`src/rtl/uart_pkg.sv`:
```
// uart_pkg: shared constants and default-divisor helper for the UART baud tick generator
package uart_pkg;
  localparam int OVERSAMPLE_DEF = 16;
  localparam int MIN_DIV = 2;
  function automatic longint unsigned default_div_q(input longint unsigned clk_hz,
                                                    input longint unsigned baud,
                                                    input longint unsigned os,
                                                    input int frac_w);
    return (clk_hz << frac_w) / (baud * os);
  endfunction
endpackage

```
`src/rtl/uart_frac_divider.sv`:
```
// uart_frac_divider: fractional period counter with shadow/active divisor registers
module uart_frac_divider
  import uart_pkg::*;
#(
  parameter int DIV_W = 20,
  parameter int FRAC_W = 4,
  parameter logic [DIV_W-1:0] DEF_INT = DIV_W'(MIN_DIV),
  parameter logic [FRAC_W-1:0] DEF_FRAC = '0
) (
  input  logic              clk,
  input  logic              rst_n,
  input  logic              en_i,
  input  logic [DIV_W-1:0]  div_int_i,
  input  logic [FRAC_W-1:0] div_frac_i,
  input  logic              div_load_i,
  input  logic              sync_clear_i,
  output logic              wrap_o,
  output logic              div_pending_o
);
  logic [DIV_W-1:0] cnt_q, cnt_d, act_int_q, act_int_d, shd_int_q, shd_int_d, ld_int;
  logic [FRAC_W-1:0] acc_q, acc_d, act_frac_q, act_frac_d, shd_frac_q, shd_frac_d;
  logic [FRAC_W:0] frac_sum;
  logic pend_q, pend_d, swap;
  always_comb begin
    ld_int = (div_int_i < DIV_W'(MIN_DIV)) ? DIV_W'(MIN_DIV) : div_int_i;
    frac_sum = {1'b0, acc_q} + {1'b0, act_frac_q};
    // a carry out of the accumulator stretches this period by one cycle
    wrap_o = en_i & (frac_sum[FRAC_W] ? cnt_q == act_int_q : cnt_q == act_int_q - 1'b1);
    shd_int_d = div_load_i ? ld_int : shd_int_q;
    shd_frac_d = div_load_i ? div_frac_i : shd_frac_q;
    swap = sync_clear_i ? (pend_q | div_load_i) : (wrap_o & pend_q);
    act_int_d = swap ? shd_int_d : act_int_q;
    act_frac_d = swap ? shd_frac_d : act_frac_q;
    pend_d = ~swap & (pend_q | div_load_i);
    cnt_d = (sync_clear_i | wrap_o) ? '0 : en_i ? cnt_q + 1'b1 : cnt_q;
    acc_d = sync_clear_i ? '0 : wrap_o ? frac_sum[FRAC_W-1:0] : acc_q;
  end
  always_ff @(posedge clk or posedge rst_n) begin
    if (rst_n) begin
      cnt_q <= '0;
      acc_q <= '0;
      act_int_q <= DEF_INT;
      act_frac_q <= DEF_FRAC;
      shd_int_q <= DEF_INT;
      shd_frac_q <= DEF_FRAC;
      pend_q <= 1'b0;
    end else begin
      cnt_q <= cnt_d;
      acc_q <= acc_d;
      act_int_q <= act_int_d;
      act_frac_q <= act_frac_d;
      shd_int_q <= shd_int_d;
      shd_frac_q <= shd_frac_d;
      pend_q <= pend_d;
    end
  end
  assign div_pending_o = pend_q;
endmodule

```
`src/rtl/uart_baud_tick_gen.sv`:
```
// uart_baud_tick_gen: fractional baud divider producing oversample, bit and mid-bit enable ticks
module uart_baud_tick_gen
  import uart_pkg::*;
#(
  parameter int CLK_HZ = 83_333_333,
  parameter int BAUD = 9600,
  parameter int OVERSAMPLE = OVERSAMPLE_DEF,
  parameter int DIV_W = 20,
  parameter int FRAC_W = 4
) (
  input  logic                          clk,
  input  logic                          rst_n,
  input  logic                          en_i,
  input  logic [DIV_W-1:0]              div_int_i,
  input  logic [FRAC_W-1:0]             div_frac_i,
  input  logic                          div_load_i,
  input  logic                          sync_clear_i,
  output logic                          tick_os_o,
  output logic                          tick_bit_o,
  output logic                          tick_mid_o,
  output logic [$clog2(OVERSAMPLE)-1:0] os_phase_o,
  output logic                          div_pending_o
);
  localparam int PH_W = $clog2(OVERSAMPLE);
  localparam longint unsigned DEF_Q = default_div_q(64'(CLK_HZ), 64'(BAUD), 64'(OVERSAMPLE), FRAC_W);
  localparam longint unsigned DEF_I = DEF_Q >> FRAC_W;
  localparam logic [DIV_W-1:0] DEF_INT = (DEF_I < 64'(MIN_DIV)) ? DIV_W'(MIN_DIV) : DIV_W'(DEF_I);
  localparam logic [FRAC_W-1:0] DEF_FRAC = FRAC_W'(DEF_Q);
  logic wrap, fire;
  logic [PH_W-1:0] phase_q, phase_d;
  logic tick_os_q, tick_os_d, tick_bit_q, tick_bit_d, tick_mid_q, tick_mid_d;
  uart_frac_divider #(
    .DIV_W(DIV_W),
    .FRAC_W(FRAC_W),
    .DEF_INT(DEF_INT),
    .DEF_FRAC(DEF_FRAC)
  ) u_div (
    .clk(clk),
    .rst_n(rst_n),
    .en_i(en_i),
    .div_int_i(div_int_i),
    .div_frac_i(div_frac_i),
    .div_load_i(div_load_i),
    .sync_clear_i(sync_clear_i),
    .wrap_o(wrap),
    .div_pending_o(div_pending_o)
  );
  always_comb begin
    fire = wrap & ~sync_clear_i;
    phase_d = sync_clear_i ? '0 : fire ? phase_q + 1'b1 : phase_q;
    tick_os_d = fire;
    tick_bit_d = fire & (phase_q == PH_W'(OVERSAMPLE - 1));
    tick_mid_d = fire & (phase_q == PH_W'(OVERSAMPLE / 2 - 1));
  end
  always_ff @(posedge clk or posedge rst_n) begin
    if (rst_n) begin
      phase_q <= '0;
      tick_os_q <= 1'b0;
      tick_bit_q <= 1'b0;
      tick_mid_q <= 1'b0;
    end else begin
      phase_q <= phase_d;
      tick_os_q <= tick_os_d;
      tick_bit_q <= tick_bit_d;
      tick_mid_q <= tick_mid_d;
    end
  end
  assign tick_os_o = tick_os_q;
  assign tick_bit_o = tick_bit_q;
  assign tick_mid_o = tick_mid_q;
  assign os_phase_o = phase_q;
endmodule

```
`config.mk`:
```
export PLATFORM = sky130hd
export DESIGN_NAME = uart_baud_tick_gen
export DESIGN_NICKNAME = d
export VERILOG_FILES = /design/src/rtl/uart_pkg.sv /design/src/rtl/uart_frac_divider.sv /design/src/rtl/uart_baud_tick_gen.sv
export SDC_FILE = /design/constraint.sdc
export NUM_CORES = 1
export LEC_CHECK = 0
export BUFFER_PORTS_ARGS = -buffer_cell sky130_fd_sc_hd__buf_2
export CORE_UTILIZATION = 60
export CTS_BUF_LIST = sky130_fd_sc_hd__clkbuf_8
export DETAILED_ROUTE_END_ITERATION = 6
export HOLD_SLACK_MARGIN = 0.02
export PLACE_DENSITY = 0.87
export SYNTH_ARGS = -nofsm -noshare
export SYNTH_HDL_FRONTEND = slang
export SYNTH_HIERARCHICAL = 1
export SYNTH_SLANG_ARGS = --single-unit
```
`constraint.sdc`:
```
create_clock -name clk -period 5 [get_ports clk]
set_input_delay 0.5 -clock clk [delete_from_list [all_inputs] [get_ports clk]]
set_output_delay 0.5 -clock clk [all_outputs]
set_load 0.05 [all_outputs]
```
Word level (Yosys, flattened, before mapping)
Index checks and enable logic that the tools add are counted.
- register bits: 80
- input port bits: 29
- $add $sub $neg: 4
- $lt $le $gt $ge: 1
- equal/unequal tests: 4
- muxes and demuxes: 11
- bitwise logic cells: 10
- reductions and logical operators: 3
- operator list (kind ; count):
    two-way mux 20 bit ; 4
    equality test 20 bit ; 2
    adder 20 x 1 -> 20 bit (second input constant) ; 1
    less-than comparator 20 x 2 -> 1 bit (second input constant) ; 1
    two-way mux 4 bit ; 5
    subtractor 20 x 1 -> 20 bit (second input constant) ; 1
    bitwise AND 1 bit ; 6
    nonzero test 2 bit ; 3
    adder 4 x 4 -> 5 bit ; 1
    adder 4 x 1 -> 4 bit (second input constant) ; 1
    equality test 4 x 3 -> 1 bit (second input constant) ; 1
    equality test 4 bit (second input constant) ; 1
    two-way mux 1 bit ; 2
    NOT 1 bit ; 2
    OR 1 bit ; 2

Logic depth before layout (Yosys ltp)
- depth in word-level cells: 8
- depth in mapped cells: 11
- gate-level depth less buffers: 10

Hierarchy
Netlist, hierarchy kept.
- modules (own cells, without submodules) (module ; instances ; cells an instance ; area each (sq um)):
    uart_frac_divider ; 1 ; 488 ; 4626.9
    uart_baud_tick_gen ; 1 ; 24 ; 330.3

Worst setup path before layout
OpenSTA, ideal clock, no wires.
- path type: register -> register
- start point: register u_div.acc_q[0]
- end point: register phase_q[3], in the netlist os_phase_o[3]
- arrival time: 3125 ps
- data required time: 4875 ps
- setup slack: 1750 ps
- stages on the path, launching flop included: 12
- path buffers: 1
- clock period less this slack: 3250 ps
- path through: dfrtp_1 > ha_1 > fa_1 > a21oi_1 > o21ai_1 > nor4_1 > o211ai_1 > or4_4 > nor3_1 > buf_6 > nand4_4 > mux2_4
- cells in the longest elaborated chain, start to end: 5
- RTL lines (item ; line ; source):
    start: declaration ; uart_frac_divider.sv:21 ; logic [FRAC_W-1:0] acc_q, acc_d, act_frac_q, act_frac_d, shd_frac_q, shd_frac_d;
    start signal: assignment ; uart_frac_divider.sv:41 ; acc_q <= '0;
    start signal: assignment ; uart_frac_divider.sv:49 ; acc_q <= acc_d;
    adder 4 x 4 -> 5 bit ; uart_frac_divider.sv:26 ; frac_sum = {1'b0, acc_q} + {1'b0, act_frac_q};
    two-way mux 1 bit ; uart_frac_divider.sv:28 ; wrap_o = en_i & (frac_sum[FRAC_W] ? cnt_q == act_int_q : cnt_q == act_int_q - 1'b1);
    bitwise AND 1 bit ; uart_frac_divider.sv:28 ;
    named net wrap ; uart_baud_tick_gen.sv:29 ; logic wrap, fire;
    bitwise AND 1 bit ; uart_baud_tick_gen.sv:49 ; fire = wrap & ~sync_clear_i;
    nonzero test 2 bit (no line) ; -- ;
    end signal: assignment ; uart_baud_tick_gen.sv:62 ; phase_q <= phase_d;
    end: declaration ; uart_baud_tick_gen.sv:30 ; logic [PH_W-1:0] phase_q, phase_d;
The timed path passes the listed nets, and every way through them passes these cells.
A chain may end at the register's enable or synchronous reset.

Final worst setup path
Ends and elaborated chain as after synthesis.

==> summary.md <==
| Metric | Value |
|---|---|
| Power Density | `280.6 nW/um^2` |
| Postcts setup bufs | `0` |
| Clk root buf | `clkbuf_8` |
| Netlist Area Pre-Place | `4957 sq um` |
| Mapped Cells | `512` |
| Post-DP HPWL | `approximately 8 mm` |
| Pin count of the biggest net entering global routing | `74` |
| Gr usage total | `28.92%` |
| Layout cells sized above 1 | `19.96%` |
| Post-route antenna net violation count | `0` |
| Longest Clk Path Bufs | `2` |
| Commonest non-fill, non-tap cell in the layout | `nor2_1` |
| Setup TNS | `0 ns` |
| Core outline area | `slightly below 8000 sq um` |
| Peak supply drop | `0.0002123 V` |
| Drt wl/cell | `18.07 microns` |
| H-tree Lvls | `3` |
| Pins over their slew limit | `0` |
| Starting Density | `63.17%` |
| # port buffers | `36` |
| Post-synth EDFFs | `0` |
| Die area | `~8600 sq um` |
| Unrepaired setup endpoints after global routing | `no` |
| Global-route wire length before repair | `19.62 mm` |
| Fin. Hold Viols | `0` |
| CP Data Arrival Time | `3.77 ns` |
| CTS sink cnt | `80` |
| Residual DRC | `0` |
| Crit. End Element | `flop` |
| Gr ovfl total | `0` |
| Rows | `32` |
| Seq/Total Area, Yosys | `40.69%` |
| Critical Path Start Type | `flop` |
| DRT Wirelength | `11.53 mm` |
| TritonCTS Buffers | `9` |
| Post-synthesis register bit count | `80` |
| Setup Crit Path Kind | `flop to flop` |
| Status | `finished, final reports clean` |
| Count of hold-fix buffers inserted at cts | `0` |
| Final Cycle Share | `70.40%` |
| Clock latency on the worst-skew pair | `around 0.37 ns` |
| Placed Instance Area | `5155 sq um` |
| Unique masters post-synth | `68` |
| Area growth, synth to finish | `7.622%` |
| Leakage | `around 2.3 nW` |
| Post-synth ARST share | `between 90% and 100%` |
| Crit path max fanout | `6` |
| Vias per cell | `6.472` |
| Leading cell types in the layout, fill and taps excluded | `nor2_1, dfrtp_1, buf_2` |
| Die W | `92.90 microns` |
| Slew at the pin closest to its max-slew limit | `0.9235 ns` |
| Ys Warns | `6` |
| Period minus WS final | `3.520 ns` |
| Reg clk slew, reported paths | `0.08 ns` |
| Routability cong. | `0.9311` |
| Layout Nets | `568` |
| Ys flop type | `dfrtp_1` |
| DR vias | `4129` |
| Max Cap Violations | `0` |
| Maximum clock frequency | `284.1 MHz` |
| Initial DRC count | `242` |
| Finished Cell Area | `about 5300 sq um` |
| Syn Nets | `549` |
| Initial antenna violation count | `0` |
| TritonRoute pass-1 iters | `5` |
| Cts repair resizes | `0` |
| I/O pin count | `37` |
| Min-Delay Path Class | `input port to asynchronous set/reset pin` |
| Final setup viols | `0` |
| Chip height | `92.90 microns` |
| Antenna diode instance count | `0` |
| Worst slew margin | `38.43%` |
| Avg Synthesized Cell Area | `9.682 sq um` |
| Vias in the first global route | `around 3900` |
| Worst path required time | `5.25 ns` |
| CTS tree | `done` |
| Clock skew | `0.01626 ns` |
state kept, by name, summed over array words and instances (netlist names):
register             count
u_div/act_int_q         20
u_div/act_frac_q         4
tick_os_o                1
u_div/shd_frac_q         4
tick_bit_o               1
u_div/cnt_q             20
u_div/acc_q              4
u_div/div_pending_o      1
tick_mid_o               1
u_div/shd_int_q         20
os_phase_o               4
worst paths after layout:
check	startpoint	end	slack [ns]	cells past startpoint
worst max-delay path	u_div/acc_q[0]$_DFFE_PP0P_	os_phase_o[3]$_DFFE_PP0P_	1.48	11
worst min-delay path	rst_n	os_phase_o[3]$_DFFE_PP0P_	0.07	2
worst max register to register	u_div/acc_q[0]$_DFFE_PP0P_	os_phase_o[3]$_DFFE_PP0P_	1.48	11
worst min register to register	u_div/shd_frac_q[2]$_DFF_PP0_	u_div/shd_frac_q[2]$_DFF_PP0_	0.52	1
max in group asynchronous	rst_n	u_div/act_frac_q[0]$_DFFE_PP0P_	3.98	3
min in group clk	div_frac_i[2]	u_div/shd_frac_q[2]$_DFF_PP0_	0.42	2
worst max-delay path, stage by stage (launching register included):
cell      delay, ns
dfrtp_1        0.39
ha_1           0.23
fa_1           0.46
a21oi_1        0.29
o21ai_1        0.18
nor4_1         0.44
o211ai_1       0.13
or4_4          0.56
nor3_1         0.15
buf_4          0.19
nand4_4        0.11
mux2_4         0.30
cell usage after synthesis, drive strengths merged, types with 6 or more instances:
| library cell | count | area [sq um] |
|---|---|---|
| a21oi | 10 | 50.05 |
| a311oi | 23 | 201.4 |
| and4 | 25 | 219.0 |
| buf | 11 | 81.32 |
| clkbuf | 24 | 90.09 |
| dfrtp | 68 | 1702 |
| dfstp | 12 | 315.3 |
| ha | 7 | 87.58 |
| inv | 11 | 41.29 |
| mux2 | 24 | 274.0 |
| mux2i | 6 | 60.06 |
| nand2 | 20 | 75.07 |
| nand4 | 11 | 83.83 |
| nor2 | 83 | 311.6 |
| nor3 | 29 | 145.1 |
| nor4 | 16 | 106.4 |
| o211ai | 6 | 45.04 |
| or3 | 7 | 48.80 |
| xnor2 | 23 | 201.4 |
| xor2 | 20 | 175.2 |
routing by layer:
layer / routed length, microns / vias up / share of wire, % / global-route usage, %
li1: - / 1943 / - / -
met1: 5309 / 2024 / 46 / 41.43
met2: 5264 / 141 / 46 / 43.63
met3: 675 / 21 / 5.9 / 5.090
met4: 281 / 0 / 2.4 / 11.03
met5: 0 / - / 0 / 0
area by class of cell:
class | count | area (sq um)
Inverter | 13 | 48.80
Clock inverter | 7 | 56.30
Fill cell | 643 | 2512
Timing Repair Buffer | 43 | 232.7
Tap cell | 102 | 127.6
Multi-Input combinational cell | 384 | 2729
Sequential cell | 80 | 2017
Clock buffer | 9 | 123.9
power breakdown:
part / internal, mW / total (mW) / switching, mW
registers: 0.708 / 0.768 / 0.0595
clock network: 0.186 / 0.453 / 0.266
logic: 0.113 / 0.277 / 0.164
metrics by stage:
step	util, %	power [mW]	hold WS (ns)	worst slack (ns)	cells
2_1_floorplan	-	0.9698	0.3034	1.750	512
3_3_place_gp	65.69	1.040	0.4462	1.572	622
3_5_place_dp	65.69	1.050	0.4594	1.512	622
4_1_cts	67.98	1.502	0.07365	1.497	638
5_1_grt	67.98	1.567	0.09631	1.259	638
6_report	67.98	1.497	0.07206	1.480	638
cell families (layout without fill, tap and decap cells):
family / Yosys count / in the layout / share of synthesized area [%]
adder cells (fa/ha/maj): 8 / 8 / 2.171
multiplexers: 30 / 30 / 6.739
AO/OA/AOI/OAI: 76 / 76 / 12.39
flip-flops: 80 / 80 / 40.69
AND/OR/NAND/NOR: 226 / 226 / 25.52
XOR/XNOR: 44 / 44 / 8.051
buffers and inverters: 48 / 72 / 4.442
(Power assumes the default switching activity.)
